## config.mk

```make
export PLATFORM = sky130hd
export DESIGN_NAME = tmds_encoder_array
export DESIGN_NICKNAME = d
export VERILOG_FILES = /design/src/rtl/dvid_pkg.sv /design/src/rtl/tmds_channel_encoder.sv /design/src/rtl/tmds_encoder_array.sv
export SDC_FILE = /design/constraint.sdc
export NUM_CORES = 1
export LEC_CHECK = 0
export BUFFER_PORTS_ARGS = -buffer_cell sky130_fd_sc_hd__buf_4
export CORE_ASPECT_RATIO = 1.25
export CORE_MARGIN = 3
export CORE_UTILIZATION = 34
export CTS_CLUSTER_SIZE = 28
export DETAILED_ROUTE_END_ITERATION = 8
export GPL_ROUTABILITY_DRIVEN = 1
export GPL_TIMING_DRIVEN = 0
export MAX_ROUTING_LAYER = met4
export PLACE_DENSITY = 0.48
export SYNTH_ARGS = -nofsm -noshare
export SYNTH_HDL_FRONTEND = slang
export SYNTH_SLANG_ARGS = --single-unit
```

## constraint.sdc

```tcl
create_clock -name clk -period 9.8 [get_ports clk]
set_clock_uncertainty 0.1 [all_clocks]
set_input_delay 0.98 -clock clk [delete_from_list [all_inputs] [get_ports clk]]
set_output_delay 0.98 -clock clk [all_outputs]
set_load 0.05 [all_outputs]
```

## src/rtl/dvid_pkg.sv

```systemverilog
// Shared DVI/TMDS definitions: symbol type, control and clock-lane symbols, popcount helper.
package dvid_pkg;

   typedef logic [9:0] tmds_sym_t;

   localparam tmds_sym_t CTL_SYM_00 = 10'b1101010100;
   localparam tmds_sym_t CTL_SYM_01 = 10'b0010101011;
   localparam tmds_sym_t CTL_SYM_10 = 10'b0101010100;
   localparam tmds_sym_t CTL_SYM_11 = 10'b1010101011;
   localparam tmds_sym_t CLK_SYMBOL = 10'b0000011111;

   function automatic logic [3:0] popcount8(input logic [7:0] v);
      logic [3:0] n;
      n = '0;
      for (int i = 0; i < 8; i++) n = n + {3'b000, v[i]};
      return n;
   endfunction

   function automatic tmds_sym_t ctl_symbol(input logic [1:0] c);
      tmds_sym_t s;
      case (c)
         2'b00:   s = CTL_SYM_00;
         2'b01:   s = CTL_SYM_01;
         2'b10:   s = CTL_SYM_10;
         default: s = CTL_SYM_11;
      endcase
      return s;
   endfunction

endpackage

```

## src/rtl/tmds_channel_encoder.sv

```systemverilog
// One TMDS lane: stage 1 transition-minimised q_m, stage 2 DC-balanced symbol with
// running disparity counter cnt (signed, bounded to -10..+10).
module tmds_channel_encoder
   import dvid_pkg::*;
(
   input  logic       clk,
   input  logic       reset,
   input  logic       blank,
   input  logic [1:0] ctl,
   input  logic [7:0] data,
   output tmds_sym_t  symbol
);

   logic              s1_blank;
   logic [1:0]        s1_ctl;
   logic [8:0]        s1_qm;
   logic [8:0]        qm_next;
   logic [3:0]        n1_d;
   logic [3:0]        n1_q;
   logic              use_xnor;
   logic signed [4:0] cnt;
   logic signed [4:0] cnt_next;
   logic signed [5:0] diff;
   logic signed [5:0] cnt_ext;
   logic signed [5:0] cnt_sum;
   tmds_sym_t         sym_next;

   always_comb begin
      n1_d       = popcount8(data);
      use_xnor   = (n1_d > 4'd4) || ((n1_d == 4'd4) && !data[0]);
      qm_next    = '0;
      qm_next[0] = data[0];
      for (int i = 1; i < 8; i++)
         qm_next[i] = use_xnor ? ~(qm_next[i-1] ^ data[i]) : (qm_next[i-1] ^ data[i]);
      qm_next[8] = ~use_xnor;
   end

   // diff = N1 - N0 of q_m[7:0], formed as 2*N1 - 8 to stay in 6-bit signed range
   always_comb begin
      n1_q     = popcount8(s1_qm[7:0]);
      diff     = $signed({1'b0, n1_q, 1'b0}) - 6'sd8;
      cnt_ext  = {cnt[4], cnt};
      sym_next = CTL_SYM_00;
      cnt_sum  = '0;
      if (s1_blank) begin
         sym_next = ctl_symbol(s1_ctl);
         cnt_sum  = '0;
      end else if ((cnt == 5'sd0) || (diff == 6'sd0)) begin
         sym_next = {~s1_qm[8], s1_qm[8], s1_qm[8] ? s1_qm[7:0] : ~s1_qm[7:0]};
         cnt_sum  = s1_qm[8] ? (cnt_ext + diff) : (cnt_ext - diff);
      end else if (((cnt > 5'sd0) && (diff > 6'sd0)) || ((cnt < 5'sd0) && (diff < 6'sd0))) begin
         sym_next = {1'b1, s1_qm[8], ~s1_qm[7:0]};
         cnt_sum  = cnt_ext + (s1_qm[8] ? 6'sd2 : 6'sd0) - diff;
      end else begin
         sym_next = {1'b0, s1_qm[8], s1_qm[7:0]};
         cnt_sum  = cnt_ext - (s1_qm[8] ? 6'sd0 : 6'sd2) + diff;
      end
      cnt_next = cnt_sum[4:0];
   end

   always_ff @(posedge clk) begin
      if (reset) begin
         s1_blank <= 1'b1;
         s1_ctl   <= '0;
         s1_qm    <= '0;
         symbol   <= CTL_SYM_00;
         cnt      <= '0;
      end else begin
         s1_blank <= blank;
         s1_ctl   <= ctl;
         s1_qm    <= qm_next;
         symbol   <= sym_next;
         cnt      <= cnt_next;
      end
   end

endmodule

```

## src/rtl/tmds_encoder_array.sv

```systemverilog
// NUM_CHANNELS-lane DVI TMDS encoder with colour expansion and lane-0 sync override.
// Optional TMDS_OUTPUT_REG_EN adds an output register stage (latency 3 instead of 2).
module tmds_encoder_array
   import dvid_pkg::*;
#(
   parameter int NUM_CHANNELS = 3,
   parameter int COLOUR_BITS  = 8
)
(
   input  logic                                clk,
   input  logic                                reset,
   input  logic                                hsync,
   input  logic                                vsync,
   input  logic                                blank,
   input  logic [2*NUM_CHANNELS-1:0]           ctl,
   input  logic [NUM_CHANNELS*COLOUR_BITS-1:0] colour,
   output logic [10*NUM_CHANNELS-1:0]          symbols,
   output logic [9:0]                          clk_symbol,
   output logic                                symbol_valid
);

`ifdef TMDS_OUTPUT_REG_EN
   localparam int VALID_DEPTH = 3;
`else
   localparam int VALID_DEPTH = 2;
`endif

   logic [10*NUM_CHANNELS-1:0] lane_flat;
   logic [VALID_DEPTH-1:0]     valid_sr;
   logic                       unused_ctl;

   // lane 0 control comes from the sync inputs, so its ctl pair is never looked at
   assign unused_ctl = ^ctl[1:0];
   assign clk_symbol = CLK_SYMBOL;

   for (genvar i = 0; i < NUM_CHANNELS; i++) begin : g_lane
      logic [7:0] lane_data;
      logic [1:0] lane_ctl;

      for (genvar b = 0; b < 8; b++) begin : g_expand
         assign lane_data[7-b] = colour[i*COLOUR_BITS + COLOUR_BITS - 1 - (b % COLOUR_BITS)];
      end

      if (i == 0) begin : g_sync
         assign lane_ctl = {vsync, hsync};
      end else begin : g_ctl
         assign lane_ctl = ctl[2*i +: 2];
      end

      tmds_channel_encoder u_enc (
         .clk    (clk),
         .reset  (reset),
         .blank  (blank),
         .ctl    (lane_ctl),
         .data   (lane_data),
         .symbol (lane_flat[10*i +: 10])
      );
   end

`ifdef TMDS_OUTPUT_REG_EN
   always_ff @(posedge clk) begin
      if (reset) symbols <= {NUM_CHANNELS{CTL_SYM_00}};
      else       symbols <= lane_flat;
   end
`else
   assign symbols = lane_flat;
`endif

   always_ff @(posedge clk) begin
      if (reset) valid_sr <= '0;
      else       valid_sr <= {valid_sr[VALID_DEPTH-2:0], 1'b1};
   end

   assign symbol_valid = valid_sr[VALID_DEPTH-1];

endmodule
```

After elaboration in Yosys (flattened, before gate mapping)
Index checks and enable logic that the tools add are counted.
{"block": "totals", "reg_bits": 81, "latchBits": 0, "ramBits": 0, "mem_bits_ro": 0, "output_inout_bits": 41, "elab_cells": 236, "memories": 0}
{"block": "op_classes", "n_addsub": 63, "mul": 0, "n_div": 0, "order_cmp": 15, "n_eq_ne": 9, "shift": 0, "n_mux": 52, "bitwise_logic": 51, "reduce_logical": 31}
{"op": "adder 4 x 1 -> 4 bit", "n": 36}
{"op": "2-to-1 mux 10 bit", "n": 9}
{"op": "one-hot mux 10 bit (3 select lines)", "n": 3}
{"op": "2-to-1 mux 5 bit", "n": 9}
{"op": "adder 5 bit", "n": 6}
{"op": "subtractor 5 bit", "n": 6}
{"op": "inverter 1 bit", "n": 27}
{"op": "2-to-1 mux 8 bit", "n": 3}
{"op": "inverter 8 bit", "n": 3}
{"op": "2-to-1 mux 1 bit", "n": 22}
{"op": "bitwise XOR 1 bit", "n": 21}
{"op": "greater-than comparator 6 x 1 -> 1 bit (second input constant)", "n": 3}
{"op": "zero test 6 bit", "n": 3}
{"op": "< comparator 6 x 1 -> 1 bit (second input constant)", "n": 3}
{"op": "subtractor 5 x 4 -> 6 bit (second input constant)", "n": 3}
{"op": "adder 5 x 3 -> 5 bit", "n": 3}
{"op": "greater-than comparator 5 x 1 -> 1 bit (second input constant)", "n": 3}
{"op": "zero test 5 bit", "n": 3}
{"op": "< comparator 5 x 1 -> 1 bit (second input constant)", "n": 3}
{"op": "subtractor 5 x 3 -> 5 bit", "n": 3}
{"op": "adder 1 x 1 -> 2 bit", "n": 6}
{"op": "equality test 4 x 3 -> 1 bit (second input constant)", "n": 3}
{"op": "greater-than comparator 4 x 3 -> 1 bit (second input constant)", "n": 3}
{"op": "2-to-1 mux 2 bit", "n": 6}
{"op": "other kinds (7)", "n": 31}

Logic depth before layout (Yosys ltp)
Gate-level depths: netlist of run 1.
{"block": "logic_depth", "word_depth": 29, "ltp_mapped": 16, "depth_no_buf": 16}

Modules after synthesis
A second synthesis of run 1 with hierarchy kept.
{"block": "hier_totals", "cells_unflattened": 668, "area_unflattened_um2": 6202.2}
{"mod": "tmds_channel_encoder at g_lane[2].u_enc", "n_inst": 1, "cells_each": 215, "area_each_um2": 2034.5, "seq_area_each_um2": 520.5}
{"mod": "tmds_channel_encoder at g_lane[1].u_enc", "n_inst": 1, "cells_each": 215, "area_each_um2": 2030.7, "seq_area_each_um2": 520.5}
{"mod": "tmds_channel_encoder at g_lane[0].u_enc", "n_inst": 1, "cells_each": 222, "area_each_um2": 2004.4, "seq_area_each_um2": 520.5}
{"mod": "tmds_encoder_array", "n_inst": 1, "cells_each": 16, "area_each_um2": 132.6, "seq_area_each_um2": 40.0}

Worst setup path before layout of run 1
Ideal clock, no wire load.
{"block": "synth_timing", "path_type": "reg-to-reg", "from": "register g_lane[2].u_enc.s1_qm[0]", "to": "register g_lane[2].u_enc.cnt[4]", "arrival_ns": 4.391, "required_ns": 9.614, "slack_ns": 5.224, "path_stages_with_launch": 16, "period_less_slack_ns": 4.576, "path_cell_list": "dfxtp_1 > ha_1 > inv_1 > fa_1 > fa_1 > fa_1 > fa_1 > ha_1 > nand2_1 > o21ai_0 > ha_1 > a21o_1 > a21oi_1 > xnor3_1 > xnor2_1 > a211oi_1"}
{"block": "synth_via", "elab_chain_cells": 13, "word_cells_on_any_way": 22, "cone_classes": "12 x add/sub; 2 x order compare; 3 x mux; 5 x reduce/logical"}
{"element": "start, declared", "line_no": "tmds_channel_encoder.sv:16", "rtl": "logic [8:0] s1_qm;"}
{"element": "start signal, assigned", "line_no": "tmds_channel_encoder.sv:71", "rtl": "s1_qm <= qm_next;"}
{"element": "adder 1 x 1 -> 2 bit (*)", "line_no": "dvid_pkg.sv:15", "rtl": "for (int i = 0; i < 8; i++) n = n + {3'b000, v[i]};"}
{"element": "adder 4 x 1 -> 4 bit (*) (6 in a row)", "line_no": "dvid_pkg.sv:15"}
{"element": "subtractor 5 x 4 -> 6 bit (*)", "line_no": "tmds_channel_encoder.sv:41", "rtl": "diff = $signed({1'b0, n1_q, 1'b0}) - 6'sd8;"}
{"element": "greater-than comparator 6 x 1 -> 1 bit or < comparator 6 x 1 -> 1 bit (tied branches)", "line_no": "tmds_channel_encoder.sv:51", "rtl": "end else if (((cnt > 5'sd0) && (diff > 6'sd0)) || ((cnt < 5'sd0) && (diff < 6'sd0))) begin"}
{"element": "logical AND 1 bit", "line_no": "tmds_channel_encoder.sv:51"}
{"element": "logical OR 1 bit", "line_no": "tmds_channel_encoder.sv:51"}
{"element": "2-to-1 mux 5 bit", "line_no": "tmds_channel_encoder.sv:51"}
{"element": "2-to-1 mux 5 bit (*)", "line_no": "tmds_channel_encoder.sv:48", "rtl": "end else if ((cnt == 5'sd0) || (diff == 6'sd0)) begin"}
{"element": "end signal, assigned", "line_no": "tmds_channel_encoder.sv:73", "rtl": "cnt <= cnt_next;"}
{"element": "end, declared", "line_no": "tmds_channel_encoder.sv:21", "rtl": "logic signed [4:0] cnt;"}
Every way passes the cells marked *; elsewhere a longest branch is shown, timed or not.
A chain may end at the register's enable or synchronous reset.

Worst setup path after layout of run 1
Ends and elaborated chain as after synthesis.

==> results of run 1 <==
==> through the flow <==
stage	hold slack, ns	cells	cell area [um2]	utilization, %
global placement	0.358	913	6740	39.5
finish	0.357	929	7050	41.4
global route	0.382	929	7050	41.4
detailed placement	0.346	913	6740	39.5
CTS	0.360	929	7050	41.4
floorplan	0.314	630	5990	-
==> cell usage after synthesis, drive strengths merged <==
library cell,instances
inv,102
dfxtp,78
ha,75
nor2,48
fa,39
xnor2,37
a21oi,30
o21ai,26
nand2,18
nor2b,18
buf,15
xor2,15
mux2i,13
a211oi,11
o211ai,8
mux2,7
a21o,6
a31oi,6
and2,6
nor3b,6
o31ai,6
xnor3,6
nand3,5
nor3,5
or3,5
clkbuf,4
a211o,3
and3,3
a21bo,2
conb,2
nand2b,2
o22ai,2
or4b,2
a221oi,1
a22oi,1
a311oi,1
clkinv,1
nor4b,1
o211a,1
o21ba,1
o22a,1
o32ai,1
or2,1
or4,1
==> routing by layer <==
layer	track usage (%)	vias to the layer above	routed length, um
li1	-	2175	-
met1	17.4	1957	5930
met2	23.6	74	6230
met3	2.68	12	414
met4	3.71	0	145
met5	-	-	0
==> report_power, final <==
part	total (uW)	leakage, uW	internal [uW]	switching [uW]
registers	422	0.000647	378	43.6
clock network	353	0.000157	209	144
logic	1950	0.00261	861	1090
==> cell type report <==
type | instances | share of cell area, %
repair buffers | 63 | 6.70
clock inverters | 6 | 1.06
well taps | 220 | 3.90
inverters | 103 | 5.48
multi-input cells | 430 | 55.6
flip-flops and latches | 78 | 22.1
plain buffers | 19 | 1.72
clock buffers | 10 | 3.39
==> worst paths after layout <==
kind / from / slack, ns / depth (start not counted) / endpoint
setup / recovery: g_lane[2].u_enc.s1_qm[0] / 4.95 / 15 / g_lane[2].u_enc.cnt[4]
hold / removal: valid_sr[0] / 0.36 / 1 / valid_sr[1]
setup reg to reg: g_lane[2].u_enc.s1_qm[0] / 4.95 / 15 / g_lane[2].u_enc.cnt[4]
hold reg to reg: valid_sr[0] / 0.36 / 1 / valid_sr[1]
==> worst max-delay path, cell delays in order, from the launching register on <==
cell and delay (ns):
dfxtp_1 0.33, ha_1 0.27, inv_1 0.05, fa_1 0.49
fa_1 0.52, fa_1 0.47, fa_1 0.61, ha_1 0.27
nand2_1 0.06, o21ai_0 0.15, ha_1 0.33, a21o_1 0.15
a21oi_1 0.18, xnor3_1 0.39, xnor2_1 0.15, a211oi_1 0.22
==> cell families after synthesis <==
group                    count (synthesis)  synth area share [%]
AO/OA/AOI/OAI                          107                  11.9
XOR/XNOR                                58                  10.3
adder cells (fa/ha/maj)                114                  28.8
buffers and inverters                  122                  8.52
flip-flops                              78                  26.2
multiplexers                            20                  3.50
other                                    2                 0.126
AND/OR/NAND/NOR                        121                  10.6
==> flip-flops by register name, summed over array words and instances, names as in the netlist <==
name,flops
g_lane.u_enc.s1_blank,1
g_lane.u_enc.s1_qm,27
valid_sr,2
g_lane.u_enc.cnt,12
g_lane.u_enc.s1_ctl,6
g_lane.u_enc.symbol,30
==> metrics.cfg, run 1 <==
[clocking]
post_cts_resized = 0
htree_num_levels = 3
cts_setup_buffers = 0
clockBufferDepth = 2
cts-root-buf = clkbuf_16
clkTransAtPathRegs_ns = 0.06
cts_tree = yes
clock_sinks = 78
insertion_delay_ns = 0.34
ctsHoldBuffers = 0
cts_buffers = 9

[yosys]
ys.warnings.count = 0
ys_ff_latch = 78
yosys.area.top_type = dfxtp_1
netlist_top_cells_area = dfxtp_1, ha_1, fa_1, inv_1, xnor2_1
synthDominantCellAreaShare_pct = 26.2
synth.avg_cell_area_um2 = 9.59
netlist_area_mm2 = 0.00596
synth_cells = 622
ys_seq_area_share_pct = 26.2
ys_types = 57

[finish]
layout.area.seq_mm2 = 0.00156
fillerInstances = 1666
drive_gt1_share_pct = 17.3
antenna_cells = 0
final_cell_mix = inv_1, dfxtp_1, ha_1
final_common_cell = inv_1
multi_input_area_mm2 = 0.00392
nNetsFinal = 853
area_growth_pct = 18.3

[timing]
worst_pin_slew_ns = 0.782
setup_tns_ns = 0
fmax_mhz = 206
setup_violations = 0
fin_crit_sh_pct = 49.5
slew_viol_final = 0
layout_min_cycle_time_ns = 4.85
rsz0062_at_grt = false
max_slew_margin_pct = 47.5
hold_viol = 0
worst_slack_ns = 4.95

[setup_path]
critPathCaptureType = register
crit_fanout = 5
critical_path_class = register to register
cp-start-kind = register
critPathArrivalTime_ns = 5.01
worstPathRequired_ns = 9.96

[floorplan]
rows = 53
die_area_mm2 = 0.0192
ios = 76
fp.coreArea_mm2 = 0.0170
dieWidth_um = 124
die_y_um = 154
start_util_pct = 35.0

[grt]
grt_pass1_vias = 4400
grt_start_max_net_pins = 16
overflow = 0
antenna_found_initial = 0
grt_first_pass_wirelength_um = 21500
grt.total_usage_pct = 14.1

[placed_design]
dp_hpwl_um = 10500
dp_slack_ns = 4.93
gp_routability_congestion = 0.855
io_buffer_count = 63

[hold_path]
hold_path_class = register to register

[detailed_routing]
avgViaCountPerCell = 4.54
first_pass_iters = 4
drc = 0
wirelength_um = 12700
drtIter0Drc = 113
num_vias = 4218
wire_per_inst_um = 13.7
postRouteAntennaNets = 0

[power]
ir_drop_mv = 0.107
power_density_mw_per_mm2 = 387
power_uw = 2730
p_leak_uw = 0.00342

[flow_run]
maxCapViolations = 0

[status]
outcome = finished, final reports clean

(Power assumes the default switching activity.)
==> inputs of run 2 (changes only) <==
==> constraint.sdc (replaced) <==
create_clock -name clk -period 4.6 [get_ports clk]
set_clock_uncertainty 0.1 [all_clocks]
set_input_delay 0.46 -clock clk [delete_from_list [all_inputs] [get_ports clk]]
set_output_delay 0.46 -clock clk [all_outputs]
set_load 0.05 [all_outputs]
==> run 2 against run 1 <==
Against the previous run:
- critical path depth stayed put
- utilization grew 0.68 points
- global-route usage grew 0.076 points
- wire length rose by 1.3%
- design area is 1.6% higher
- via count grew 1.2%
- clock-buffer cell count unchanged
- power rose by 120%
- critical endpoint is now g_lane[1].u_enc.cnt[4]
- highest routed layer unchanged
==> metrics.cfg, run 2 (synthesis results as in run 1) <==
[timing]
worst_pin_slew_ns = 0.778
fin_crit_sh_pct = 95.9
setup_violations = 0
layout_min_cycle_time_ns = 4.41
max_slew_margin_pct = 47.7
fmax_mhz = 227
slew_viol_final = 0
setup_tns_ns = 0
worst_slack_ns = 0.190
hold_viol = 0
rsz0062_at_grt = true

[grt]
grt_first_pass_wirelength_um = 21600
antenna_found_initial = 0
grt_pass1_vias = 4416
grt.total_usage_pct = 14.1
grt_start_max_net_pins = 16
overflow = 0

[floorplan]
fp.coreArea_mm2 = 0.0170
die_area_mm2 = 0.0192
ios = 76
start_util_pct = 35.0
dieWidth_um = 124
rows = 53
die_y_um = 154

[power]
p_leak_uw = 0.00346
ir_drop_mv = 0.237
power_uw = 6050
power_density_mw_per_mm2 = 844

[finish]
area_growth_pct = 20.3
final_cell_mix = inv_1, dfxtp_1, buf_4
top_regs = g_lane.u_enc.symbol (30), g_lane.u_enc.s1_qm (27), g_lane.u_enc.cnt (12)
largest_register_ffs = 30
antenna_cells = 0
final_cells = 932
largest_register = g_lane.u_enc.symbol
nNetsFinal = 856
fillerInstances = 1657
final_common_cell = inv_1
drive_gt1_share_pct = 20.4

[hold_path]
hold_path_class = input pin to register
hold_depth = 2
min_from = hsync
min_to = g_lane[0].u_enc.s1_ctl[0]

[detailed_routing]
avgViaCountPerCell = 4.58
met3WireLength_um = 422
num_vias = 4270
first_pass_iters = 4
wirelength_um = 12900
wire_per_inst_um = 13.8
drtIter0Drc = 109
drc = 0
wl_met1_um = 5970
postRouteAntennaNets = 0
top_layer = met4
wl_met2_um = 6340

[setup_path]
reg2reg_to = g_lane[1].u_enc.cnt[4]
worstPathRequired_ns = 4.73
cp_cell_sequence = ha_1, inv_1, fa_1, fa_1, fa_1, fa_2, xnor2_4, ha_1, inv_1, ha_1, a21oi_2, a21oi_1, or4_1, o211ai_1, nor3_1
crit_buf_inv = 2
critPathCaptureType = register
critical-path-top-delay-family = adder cells
r2r_setup_slack_ns = 0.19
r2r_cells = 15
critical_path_class = register to register
crit_path_max_incr_delay_ns = 0.51
worst_path_max_delay_cell = fa_1
worstSetupStartpoint = g_lane[1].u_enc.s1_qm[0]
worstReg2RegStart = g_lane[1].u_enc.s1_qm[0]
cp-start-kind = register
crit_fanout = 5
critPathArrivalTime_ns = 4.54

[clocking]
htree_num_levels = 3
cts-root-buf = clkbuf_16
clkTransAtPathRegs_ns = 0.06
cts_buffers = 9
clockBufferDepth = 2
cts_tree = yes
clock_sinks = 78
ctsHoldBuffers = 0
insertion_delay_ns = 0.34

[placed_design]
io_buffer_count = 63
dp_slack_ns = -0.265
gp_routability_congestion = 0.855
place_inst = 913
dp_hpwl_um = 10500

[status]
outcome = finished, final reports clean

[flow_run]
maxCapViolations = 0

-- run 2: layer usage --
layer,GRT usage (%),vias to the layer above
met3,2.68,12
met2,23.7,82
li1,-,2183
met5,-,-
met1,17.6,1993
met4,3.71,0
-- run 2: final cells by class --
class / count / area, um2 / share of cell area (%)
Buffer: 19 / 121 / 1.69
Clock buffer: 10 / 239 / 3.33
Tap cell: 220 / 275 / 3.84
Timing Repair Buffer: 66 / 495 / 6.91
Inverter: 103 / 387 / 5.39
Sequential cell: 78 / 1560 / 21.8
Multi-Input combinational cell: 430 / 4020 / 56.0
Clock inverter: 6 / 75.1 / 1.05
-- run 2: worst max-delay path by stage --
stage          depth (start not counted)  slack [ns]                      to
6_report                              15        0.19  g_lane[1].u_enc.cnt[4]
3_5_place_dp                          15       -0.27  g_lane[2].u_enc.cnt[4]
2_1_floorplan                         15        0.02  g_lane[2].u_enc.cnt[4]
3_3_place_gp                          15       -0.28  g_lane[2].u_enc.cnt[4]
4_1_cts                               15       0.003  g_lane[2].u_enc.cnt[4]
5_1_grt                               15      -0.007  g_lane[0].u_enc.cnt[4]
-- run 2: worst reg2reg max path, cell delays in order (launching register included) --
cell and delay (ns):
dfxtp_1 0.33, ha_1 0.27, inv_1 0.04, fa_1 0.51, fa_1 0.44, fa_1 0.43, fa_2 0.40, xnor2_4 0.18
ha_1 0.28, inv_1 0.06, ha_1 0.35, a21oi_2 0.17, a21oi_1 0.11, or4_1 0.47, o211ai_1 0.11, nor3_1 0.06
-- run 2: report_power, final --
part	internal [uW]	leakage, uW	switching (uW)
clock network	446	0.000157	310
logic	1970	0.00266	2430
registers	805	0.000647	92.9
-- run 2: timing repair --
item / 4_1_cts / 5_1_grt
setup buffers: 1 / 2
gates resized for setup: 7 / 17
pin swaps: 3 / 5
setup endpoints to repair: 20 / 22
cloned: 0 / 0
-- run 2: metrics by stage --
| stage | cell area [um2] | hold WS [ns] | util (%) |
|---|---|---|---|
| finish | 7170 | 0.231 | 42.1 |
| global route | 7170 | 0.216 | 42.1 |
| detailed placement | 6740 | 0.346 | 39.5 |
| floorplan | 5990 | 0.314 | - |
| CTS | 7090 | 0.220 | 41.6 |
| global placement | 6740 | 0.358 | 39.5 |
==> inputs of run 3 (changes only) <==
--- a/config.mk
+++ b/config.mk
@@ -15,6 +15,7 @@
 export GPL_TIMING_DRIVEN = 0
 export MAX_ROUTING_LAYER = met4
 export PLACE_DENSITY = 0.48
+export RECOVER_POWER = 50
 export SYNTH_ARGS = -nofsm -noshare
 export SYNTH_HDL_FRONTEND = slang
 export SYNTH_SLANG_ARGS = --single-unit
==> run 3 against run 2 <==
Against the previous run:
- largest cell class unchanged
- global-route usage stayed put
- worst setup slack about the same
- via count fell by 0.23%
- highest routed layer unchanged
- maximum frequency barely moved
- sequential share of layout area up 0.38 points
==> metrics.cfg, run 3 (synthesis results as in run 1) <==
[status]
outcome = finished, final reports clean

[setup_path]
r2r_cells = 15
crit_fanout = 5
r2r_setup_slack_ns = 0.19
cp_cell_sequence = ha_1, inv_1, fa_1, fa_1, fa_1, fa_2, xnor2_4, ha_1, inv_1, ha_1, a21oi_2, a21oi_1, or4_1, o211ai_1, nor3_1
critPathCaptureType = register
reg2reg_to = g_lane[1].u_enc.cnt[4]
critPathArrivalTime_ns = 4.54
worst_path_max_delay_cell = fa_1
crit_end = g_lane[1].u_enc.cnt[4]
crit_path_max_incr_delay_ns = 0.51
worstReg2RegStart = g_lane[1].u_enc.s1_qm[0]
crit_cells = 15
critical-path-top-delay-family = adder cells
cp-start-kind = register
worstPathRequired_ns = 4.73
crit_buf_inv = 2
critical_path_class = register to register
worstSetupStartpoint = g_lane[1].u_enc.s1_qm[0]

[clocking]
ctsHoldBuffers = 0
insertion_delay_ns = 0.34
cts-root-buf = clkbuf_16
clkTransAtPathRegs_ns = 0.06
htree_num_levels = 3
cts_tree = yes
clockBufferDepth = 2
cts_buffers = 9
clock_sinks = 78

[detailed_routing]
first_pass_iters = 4
drc = 0
met3WireLength_um = 409
wire_per_inst_um = 13.9
wl_met2_um = 6320
num_vias = 4260
avgViaCountPerCell = 4.57
wl_met1_um = 6050
wirelength_um = 12900
postRouteAntennaNets = 0
top_layer = met4
drtIter0Drc = 127

[timing]
rsz0062_at_grt = true
hold_viol = 0
fin_crit_sh_pct = 95.9
slew_viol_final = 0
setup_violations = 0
worst_pin_slew_ns = 0.782
layout_min_cycle_time_ns = 4.41
max_slew_margin_pct = 47.4
fmax_mhz = 227
timing.hold.ws_ns = 0.231

[grt]
overflow = 0
grt_pass1_vias = 4416
grt_start_max_net_pins = 16
antenna_found_initial = 0
grt_first_pass_wirelength_um = 21600
grt.total_usage_pct = 14.1

[placed_design]
gp_routability_congestion = 0.855
io_buffer_count = 63
dp_hpwl_um = 10500

[floorplan]
ios = 76
start_util_pct = 35.0
dieWidth_um = 124
fp.coreArea_mm2 = 0.0170
die_y_um = 154
rows = 53
die_area_mm2 = 0.0192

[hold_path]
hold_depth = 2
hold_path_class = input pin to register

[finish]
antenna_cells = 0
top_regs = g_lane.u_enc.symbol (30), g_lane.u_enc.s1_qm (27), g_lane.u_enc.cnt (12)
drive_gt1_share_pct = 15.6
largest_register_ffs = 30
final_common_cell = inv_1
largest_register = g_lane.u_enc.symbol
final_cell_mix = inv_1, dfxtp_1, ha_1
nNetsFinal = 856
area_growth_pct = 18.2

[flow_run]
maxCapViolations = 0

## run 3: how the worst min path moves through the flow
| stage | start | end |
|---|---|---|
| after floorplan | valid_sr[0] | valid_sr[1] |
| after global placement | valid_sr[0] | valid_sr[1] |
| after detailed placement | valid_sr[0] | valid_sr[1] |
| after CTS | hsync | g_lane[0].u_enc.s1_ctl[0] |
| after global routing | blank | g_lane[2].u_enc.s1_blank |
| final | hsync | g_lane[0].u_enc.s1_ctl[0] |
## run 3: timing repair
item	CTS	global route
pin swaps	3	5
cloned	0	0
resized for setup	7	17
hold endpoints to repair	0	0
setup buffers	1	2
endpoints found under the setup margin	20	22
## run 3: stage by stage
stage | setup slack, ns | instance area (um2) | utilization (%) | TNS, ns | instances
floorplan | 0.0237 | 5990 | - | 0 | 630
global placement | -0.278 | 6740 | 39.5 | -1.07 | 913
detailed placement | -0.265 | 6740 | 39.5 | -1.14 | 913
CTS | 0.00340 | 7090 | 41.6 | 0 | 930
global route | -0.00659 | 7050 | 41.3 | -0.00659 | 932
finish | 0.190 | 7050 | 41.3 | 0 | 932
## run 3: area by class of cell
type,instances,area [um2]
plain buffers,19,120
clock buffers,10,239
clock inverters,6,75.1
fillers,1689,10000
inverters,103,387
multi-input cells,430,4010
flip-flops and latches,78,1560
well taps,220,275
repair buffers,66,375
## run 3: routing by layer
metal  vias up  track usage, %
li1       2185               -
met1      1986            17.6
met2        77            23.7
met3        12            2.68
met4         0            3.71
met5         -               -
Power of run 3 is not shown: default switching activity piles up to over one toggle a cycle in this logic, so the estimate is an artifact.
